==> src/rtl/pixel_stream_pipe.sv <==
// rtl/pixel_stream_pipe.sv - elastic pixel pipeline with frame markers, counters and optional frame checksum
// Optional checksum build: define PIXPIPE_CHECKSUM_EN.
module pixel_stream_pipe #(
    parameter int DATA_W = 8,
    parameter int IMG_W  = 256,
    parameter int IMG_H  = 256,
    parameter int DEPTH  = 2,
    localparam int COL_W = $clog2(IMG_W),
    localparam int ROW_W = (IMG_H > 1) ? $clog2(IMG_H) : 1
) (
    input  logic              clk,
    input  logic              rst,
    input  logic              s_valid,
    output logic              s_ready,
    input  logic [DATA_W-1:0] s_data,
    output logic              m_valid,
    input  logic              m_ready,
    output logic [DATA_W-1:0] m_data,
    output logic              m_sof,
    output logic              m_eol,
    output logic              m_eof,
    output logic [COL_W-1:0]  col,
    output logic [ROW_W-1:0]  row,
    output logic [15:0]       frame_cnt,
    output logic              chk_done,
    output logic              chk_match,
    output logic [15:0]       in_sum,
    output logic [15:0]       out_sum
);
    logic [DEPTH-1:0]  stg_valid;
    logic [DATA_W-1:0] stg_data [DEPTH];
    logic [DEPTH-1:0]  stg_take;

    // A stage may load when it is empty or when every stage downstream of it is draining.
    always_comb begin
        logic acc;
        acc      = m_ready;
        stg_take = '0;
        for (int k = DEPTH - 1; k >= 0; k--) begin
            acc         = ~stg_valid[k] | acc;
            stg_take[k] = acc;
        end
    end

    for (genvar g = 0; g < DEPTH; g++) begin : g_stage
        logic              up_valid;
        logic [DATA_W-1:0] up_data;
        logic              v;
        logic [DATA_W-1:0] d;

        if (g == 0) begin : g_head
            assign up_valid = s_valid;
            assign up_data  = s_data;
        end else begin : g_body
            assign up_valid = stg_valid[g-1];
            assign up_data  = stg_data[g-1];
        end

        always_ff @(posedge clk or negedge rst) begin
            if (!rst) begin
                v <= 1'b0;
                d <= '0;
            end else if (stg_take[g]) begin
                v <= up_valid;
                if (up_valid) begin
                    d <= up_data;
                end
            end
        end

        assign stg_valid[g] = v;
        assign stg_data[g]  = d;
    end

    assign s_ready = rst & stg_take[0];
    assign m_valid = stg_valid[DEPTH-1];
    assign m_data  = stg_data[DEPTH-1];

    logic out_beat;
    logic col_last;
    logic row_last;
    logic eof_beat;

    assign out_beat = m_valid & m_ready;
    assign col_last = (col == COL_W'(IMG_W - 1));
    assign row_last = (row == ROW_W'(IMG_H - 1));
    assign eof_beat = out_beat & col_last & row_last;

    always_ff @(posedge clk or negedge rst) begin
        if (!rst) begin
            col       <= '0;
            row       <= '0;
            frame_cnt <= '0;
        end else if (out_beat) begin
            if (col_last) begin
                col <= '0;
                if (row_last) begin
                    row       <= '0;
                    frame_cnt <= frame_cnt + 16'd1;
                end else begin
                    row <= row + ROW_W'(1);
                end
            end else begin
                col <= col + COL_W'(1);
            end
        end
    end

    assign m_sof = m_valid & (col == '0) & (row == '0);
    assign m_eol = m_valid & col_last;
    assign m_eof = m_valid & col_last & row_last;

`ifdef PIXPIPE_CHECKSUM_EN
    localparam int PIX_N = IMG_W * IMG_H;
    localparam int CNT_W = $clog2(PIX_N);

    logic [CNT_W-1:0] in_cnt;
    logic [15:0]      in_run;
    logic [15:0]      in_pend;
    logic [15:0]      out_run;
    logic [15:0]      s_pix;
    logic [15:0]      m_pix;
    logic [15:0]      in_next;
    logic [15:0]      out_next;
    logic             in_beat;
    logic             in_last;

    assign s_pix    = 16'(s_data);
    assign m_pix    = 16'(m_data);
    assign in_beat  = s_valid & s_ready;
    assign in_last  = (in_cnt == CNT_W'(PIX_N - 1));
    assign in_next  = in_run + s_pix;
    assign out_next = out_run + m_pix;

    // The input side finishes a frame before the output side, so its sum waits in in_pend.
    always_ff @(posedge clk or negedge rst) begin
        if (!rst) begin
            in_cnt    <= '0;
            in_run    <= '0;
            in_pend   <= '0;
            out_run   <= '0;
            in_sum    <= '0;
            out_sum   <= '0;
            chk_done  <= 1'b0;
            chk_match <= 1'b0;
        end else begin
            chk_done <= eof_beat;
            if (in_beat) begin
                if (in_last) begin
                    in_cnt  <= '0;
                    in_run  <= '0;
                    in_pend <= in_next;
                end else begin
                    in_cnt <= in_cnt + CNT_W'(1);
                    in_run <= in_next;
                end
            end
            if (out_beat) begin
                if (eof_beat) begin
                    out_run   <= '0;
                    in_sum    <= in_pend;
                    out_sum   <= out_next;
                    chk_match <= (in_pend == out_next);
                end else begin
                    out_run <= out_next;
                end
            end
        end
    end
`else
    assign chk_done  = 1'b0;
    assign chk_match = 1'b0;
    assign in_sum    = 16'd0;
    assign out_sum   = 16'd0;
`endif

endmodule

==> config.mk <==
export PLATFORM = sky130hd
export DESIGN_NAME = pixel_stream_pipe
export DESIGN_NICKNAME = d
export VERILOG_FILES = /design/src/rtl/pixel_stream_pipe.sv
export SDC_FILE = /design/constraint.sdc
export NUM_CORES = 1
export LEC_CHECK = 0
export CORE_ASPECT_RATIO = 0.8
export CORE_MARGIN = 2
export CORE_UTILIZATION = 41
export DETAILED_ROUTE_END_ITERATION = 6
export PLACE_DENSITY = 0.75
export SYNTH_ARGS = -nofsm -noshare
export SYNTH_HDL_FRONTEND = slang
export SYNTH_SLANG_ARGS = --single-unit
==> constraint.sdc <==
create_clock -name clk -period 1.65 [get_ports clk]
set_input_delay 0.495 -clock clk [delete_from_list [all_inputs] [get_ports clk]]
set_output_delay 0.495 -clock clk [all_outputs]
set_load 0.01 [all_outputs]
==> results by group, run 1 <==
Run status
  – Status: complete, but fails checks
  – Failing checks: negative setup slack

Global route
  – Pin count of the biggest net entering global routing: roughly 50
  – Congestion Overflow GR: 0
  – Vias in the first global route: ~2100
  – GRT Overall Usage: around a fifth
  – First-pass GRT wire length: 10100 um
  – Antenna violations before repair: 0

Timing
  – Final hold slack: approximately 0.37 ns
  – Min Clock Period, post-route: about 2.0 ns
  – Fin. Hold Viols: 0
  – Final setup violation count: 13
  – Fmax: 495 MHz
  – Setup ws final: -0.370 ns
  – Worst slew margin: slightly below 60%
  – Tightest Pin Transition: approximately 0.62 ns
  – Post-route setup TNS: -1.69 ns
  – RSZ-0062 raised after global routing: true
  – Crit share post-route: 122%
  – Fin. max-slew vios: 0
  – Worst Skew: 0.0135 ns

Drt
  – DR vias: roughly 2100
  – Final wirelength: between 6000 and 7000 um
  – Post-route ant nets: 0
  – DRC: 0
  – Iter 0 DRT Violations: 36
  – First drt pass iteration count: 4
  – WL per Instance: between 10 and 15 um
  – Via/cell ratio: roughly 4.8

Setup path
  – Worst path required time: approximately 1.2 ns
  – Critical Path AT: 1.53 ns
  – WS Path Type: register to output pin
  – R2R cell count: 5
  – Type of origin of the critical path: register
  – R2r setup slk: -0.27 ns
  – Reg-to-reg critical path startpoint: col[3]$_DFFE_PN0P_
  – Max FO, Critical Path: 2
  – RR Endpoint: row[5]$_DFFE_PN0P_
  – Endpoint class of the critical path: output pin

Synthesis
  – Syn_area_per_cell: between 10 and 15 um^2
  – Sequential area share after synthesis: 49.0%
  – Flops & latches, synth: 50
  – YS warnings: 0
  – Synthesized area: ~0.0026 mm^2
  – Post-synthesis cell type count: 37
  – Syn Inst Count: 230

CTS
  – CTS tree: yes
  – CTS clk-pin slew, worst paths: ~0.1 ns
  – Root buffer selected by CTS: clkbuf_8
  – Clk sinks: 50
  – Max Root-Sink Buffers: 2
  – CTS buffer count: 5
  – H-tree depth: 2
  – Clk Latency, worst-skew pair: 0.31 ns

Finish
  – # diodes: 0
  – Register Area: roughly 0.0013 mm^2
  – P&R area growth vs syn: 59.3%
  – Multi-input gate area: around 0.0014 mm^2
  – Layout Nets: slightly below 400
  – Fillcell total: 464
  – Layout cells sized above 1: around 46%
  – Commonest cells after routing, fill and taps aside: 61 x buf_4, 43 x dfrtp_1, 34 x conb_1
  – Commonest non-fill, non-tap cell in the layout: buf_4

Placement
  – Global placement routability congestion: a little under 0.8
  – Port bufs: 56
  – Post-DP HPWL: around 4300 um

Floorplan
  – Starting Density: 42.7%
  – Die Span X: 92.2 um
  – I/O pin total: 91
  – Area of the core: 0.00597 mm^2
  – Full die area: approximately 0.0069 mm^2
  – Die Y: 74.6 um
  – Rows: 25

Power and ir drop
  – Max VDD drop: between 0.0006 and 0.0007 V
  – Pwr dens: slightly below 900 mW/mm^2
  – Leakage power: approximately 0.002 uW

Min path
  – HP Class: primary input to asynchronous set/reset pin

Flow run
  – Max-Cap Viols: 0
per-layer routing:
layer | GRT usage, % | part of all wire, % | up-vias | wire length [um]
li1 | - | - | 1013 | -
met1 | 26.0 | 45 | 1047 | 3020
met2 | 30.8 | 49 | 67 | 3260
met3 | 3.95 | 4.4 | 12 | 293
met4 | 5.47 | 1.3 | 0 | 84
met5 | 0 | 0 | - | 0
kinds of logic (layout without fill, tap and decap cells):
group,count (synthesis),in the layout,synth area share (%)
flops,50,50,49.0
other cells,1,34,0.147
compound gates,13,13,3.14
fa+ha+maj,5,5,2.45
mux,17,17,7.50
xor+xnor,24,24,8.24
simple gates,78,78,18.2
buf+inv,42,148,11.3
sequential cells by signal, indices dropped and copies added (netlist names):
name and count:
m_valid 1, g_stage.v 1, row 8, frame_cnt 16, g_stage.d 8, m_data 8
col 8
synthesized netlist by cell type, drive strengths merged:
library cell	count	share of area (%)
dfrtp	50	49
ha	5	2.5
nand3	15	2.9
or4	1	0.44
o41ai	1	0.34
nand2b	2	0.49
inv	5	0.74
nor4b	2	0.69
nor3	6	1.4
or2	1	0.25
o21ai	6	1.2
o31ai	1	0.29
buf	35	10
and4	6	2.1
nor2	9	1.3
conb	1	0.15
and3	2	0.49
or3	1	0.25
a311oi	1	0.34
or2b	1	0.29
xor2	10	3.4
nand3b	1	0.29
nor4	4	1.6
and2	3	0.74
a21o	2	0.59
clkbuf	2	0.34
mux2	17	7.5
xnor2	14	4.8
a21oi	2	0.39
nand4	9	2.8
nand2	15	2.2
how the worst max path moves through the flow:
stage / start / to
4_1_cts: col[5]$_DFFE_PN0P_ / m_eof
6_report: col[3]$_DFFE_PN0P_ / m_eof
3_3_place_gp: m_ready / s_ready
3_5_place_dp: m_ready / s_ready
5_1_grt: col[0]$_DFFE_PN0P_ / m_eof
2_1_floorplan: col[1]$_DFFE_PN0P_ / row[5]$_DFFE_PN0P_
critical path, stage by stage (launching register included):
cell     delay (ns)
dfrtp_1        0.43
nand4_4        0.14
nor2_4         0.11
and4_4         0.23
buf_6          0.09
and2_4         0.12
buf_6          0.09
area by class of cell:
cell class              count  area share [%]
repair buffers            135            28.4
clock buffers               6            1.79
flip-flops and latches     50            31.0
clock inverters             2           0.923
well taps                  81            2.49
multi-input cells         171            34.9
inverters                   5           0.462
power breakdown:
part / internal [uW] / switching [uW] / total [uW]
sequential: 1380 / 129 / 1500
clock: 453 / 429 / 882
combinational: 671 / 501 / 1170
total: 2500 / 1060 / 3560
what timing repair did:
item	4_1_cts	5_1_grt
setup buffers	29	5
resized for setup	108	63
pin swaps	17	23
hold buffers	0	0
endpoints found under the setup margin	79	41
through the flow:
step / util (%) / cell area (um^2) / std cells / setup WS [ns] / total power [uW]
finish: 68.0 / 4070 / 450 / -0.370 / 3560
floorplan: - / 2730 / 263 / -0.120 / 1950
CTS: 64.1 / 3830 / 446 / -0.368 / 3400
detailed placement: 58.7 / 3510 / 413 / -0.617 / 2440
global placement: 58.7 / 3510 / 413 / -0.581 / 2420
global route: 68.0 / 4070 / 450 / -0.411 / 3730
Note: power is estimated with default switching activity, not from simulation.
==> run 2: changes to the inputs <==
--- a/config.mk
+++ b/config.mk
@@ -5,9 +5,10 @@
 export SDC_FILE = /design/constraint.sdc
 export NUM_CORES = 1
 export LEC_CHECK = 0
+export ABC_AREA = 1
 export CORE_ASPECT_RATIO = 0.8
 export CORE_MARGIN = 2
-export CORE_UTILIZATION = 41
+export CORE_UTILIZATION = 42
 export DETAILED_ROUTE_END_ITERATION = 6
 export PLACE_DENSITY = 0.75
 export SYNTH_ARGS = -nofsm -noshare
==> results by group, run 2 <==
Finish
  – Largest register FFs: 16
  – Layout cells sized above 1: between 20% and 30%
  – Fillcell total: about 570
  – Commonest cells after routing, fill and taps aside: 93 x nand2_1, 53 x buf_4, 50 x dfrtp_1
  – P&R area growth vs syn: 46.6%
  – Largest reg by FF count: frame_cnt
  – Commonest non-fill, non-tap cell in the layout: nand2_1
  – Final core area utilization: ~64%
  – # diodes: 0
  – Layout Nets: between 500 and 600

Timing
  – RSZ-0062 raised after global routing: true
  – Tightest Pin Transition: about 0.63 ns
  – Min Clock Period, post-route: about 1.9 ns
  – Fmax: approximately 520 MHz
  – Crit share post-route: 116%
  – Worst slew margin: a little under 60%
  – Fin. max-slew vios: 0
  – Setup ws final: -0.262 ns
  – Final setup violation count: 26
  – Fin. Hold Viols: 0
  – Worst Skew: approximately 0.0044 ns
  – Post-route setup TNS: -2.60 ns

Global route
  – First-pass GRT wire length: approximately 11000 um
  – Pin count of the biggest net entering global routing: 51
  – GRT Overall Usage: 18.1%
  – Antenna violations before repair: 0
  – Congestion Overflow GR: 0
  – Vias in the first global route: about 2300

CTS
  – CTS clk-pin slew, worst paths: about 0.090 ns
  – Max Root-Sink Buffers: 2
  – Clk Latency, worst-skew pair: ~0.3 ns
  – CTS tree: yes
  – CTS buffer count: 5
  – Root buffer selected by CTS: clkbuf_8
  – Cts hold-fix bufs: 0
  – Clk sinks: 50
  – H-tree depth: 2

Synthesis
  – Syn_area_per_cell: slightly below 8 um^2
  – Most area-hungry cell type in the Yosys netlist: dfrtp_1
  – YS warnings: 0
  – Synth async-reset ratio: 100%
  – Post-synth EDFFs: 0
  – Sequential area share after synthesis: 44.5%
  – Synthesized area: between 0.002 and 0.003 mm^2
  – Top cells by area, synth: dfrtp_1 45%, nand2_1 15%, buf_4 9.3%, nor2_1 6.1%, inv_1 6.0%
  – Post-synthesis cell type count: 27
  – Dominant synthesized flop cell: dfrtp_1
  – Synth cell count leaders: 110 x nand2_1, 50 x dfrtp_1, 46 x nor2_1, 45 x inv_1, 35 x buf_4
  – Flops & latches, synth: 50
  – Count leader, synth: nand2_1
  – Share of the synthesized area in the top cell type: ~45%
  – Syn Inst Count: 366

Floorplan
  – Starting Density: between 40% and 50%
  – I/O pin total: 91
  – Die Span X: around 95 um
  – Area of the core: about 0.0064 mm^2
  – Full die area: about 0.0074 mm^2
  – Die Y: roughly 77 um
  – Rows: 26

Drt
  – DR vias: between 2000 and 3000
  – Iter 0 DRT Violations: 118
  – DRC: 0
  – Via/cell ratio: ~4.5
  – Post-route ant nets: 0
  – First drt pass iteration count: 4
  – Final wirelength: ~6700 um
  – WL per Instance: 11.6 um

Placement
  – Post-DP HPWL: 4480 um
  – Global placement routability congestion: 0.847
  – Pre-CTS setup slack: -0.595 ns
  – Port bufs: 56

Setup path
  – Crit path max-delay family: flip-flops
  – Crit path largest cell delay: ~0.38 ns
  – Endpoint class of the critical path: output pin
  – R2r setup slk: -0.14 ns
  – CP Cell Sequence: ha_2 -> nand2_2 -> nor2_2 -> nand2_1 -> nor3_2 -> buf_2
  – Max FO, Critical Path: 3
  – Reg-to-reg critical path startpoint: col[1]$_DFFE_PN0P_
  – Type of origin of the critical path: register
  – Slowest stage cell on the critical path: dfrtp_1
  – Worst Setup SP: col[1]$_DFFE_PN0P_
  – Worst path required time: roughly 1.2 ns
  – Critical Path AT: about 1.4 ns
  – WS Path Type: register to output pin
  – Buf/Inv on CP: 1

Power and ir drop
  – Tot Pwr: approximately 4000 uW
  – Max VDD drop: slightly above 0.0006 V
  – Leakage power: between 0.002 and 0.0025 uW
  – Pwr dens: 970 mW/mm^2

Run status
  – Status: complete, but fails checks
  – Failing checks: negative setup slack

Min path
  – HP Class: primary input to asynchronous set/reset pin

Flow run
  – Max-Cap Viols: 0
==> run 2: cell types whose count changed in the layout (fill, tap and decap cells not counted), moves of 6 or more <==
cell             change
nor2_1              +34
xor2_1               -7
dfrtp_1              +7
buf_6                -9
a21oi_1              +8
mux2_2              -16
nand2_1             +81
o21ai_0              +7
xnor2_1              -6
nand2_2             +14
clkdlybuf4s15_1      +8
inv_1               +40
dfrtp_2              -7
buf_4                -8
==> run 2: cell families after synthesis <==
family          after synthesis  share of synthesized area [%]
simple gates                190                           29.2
buf+inv                      85                           16.6
flops                        50                           44.5
compound gates               27                           4.85
xor+xnor                      8                           2.49
fa+ha+maj                     5                           2.23
other cells                   1                          0.133
==> run 2: timing repair <==
action | 4_1_cts | 5_1_grt
pin swaps | 1 | 14
endpoints found under the hold margin | 0 | 0
gates resized for setup | 70 | 69
endpoints found under the setup margin | 46 | 42
setup buffers | 13 | 8
gates cloned | 0 | 4
==> run 2: metrics by stage <==
step / cell area (um^2) / cells / hold WS, ns
2_1_floorplan: 2940 / 399 / 0.199
3_3_place_gp: 3680 / 545 / 0.479
3_5_place_dp: 3680 / 545 / 0.478
4_1_cts: 3850 / 566 / 0.346
5_1_grt: 4120 / 576 / 0.397
6_report: 4120 / 576 / 0.335
==> run 2: worst paths after layout <==
kind / to / cells after the start
setup / recovery: m_eof / 6
hold / removal: m_data[1]$_DFFE_PN0P_ / 2
setup reg to reg: frame_cnt[10]$_DFFE_PN0P_ / 11
hold reg to reg: m_data[6]$_DFFE_PN0P_ / 2
max in group asynchronous: frame_cnt[9]$_DFFE_PN0P_ / 2
min in group clk: m_data[6]$_DFFE_PN0P_ / 2
==> run 2: power breakdown <==
| group | internal [uW] | switching, uW |
|---|---|---|
| logic | 782 | 752 |
| clock network | 453 | 419 |
| registers | 1440 | 159 |
==> run 2: metal layers <==
layer / up-vias / track usage, % / wire (um)
li1: 1305 / - / -
met1: 1212 / 25.6 / 2940
met2: 79 / 27.9 / 3300
met3: 2 / 4.42 / 405
met4: 0 / 4.14 / 21
met5: - / 0 / 0
==> run 2: area by class of cell <==
| type | instances | area, um^2 | area share [%] |
|---|---|---|---|
| Sequential cell | 50 | 1250 | 30.3 |
| Tap cell | 84 | 105 | 2.55 |
| Inverter | 45 | 171 | 4.16 |
| Clock inverter | 2 | 37.5 | 0.910 |
| Timing Repair Buffer | 125 | 1140 | 27.7 |
| Clock buffer | 6 | 72.6 | 1.76 |
| Multi-Input combinational cell | 264 | 1340 | 32.6 |
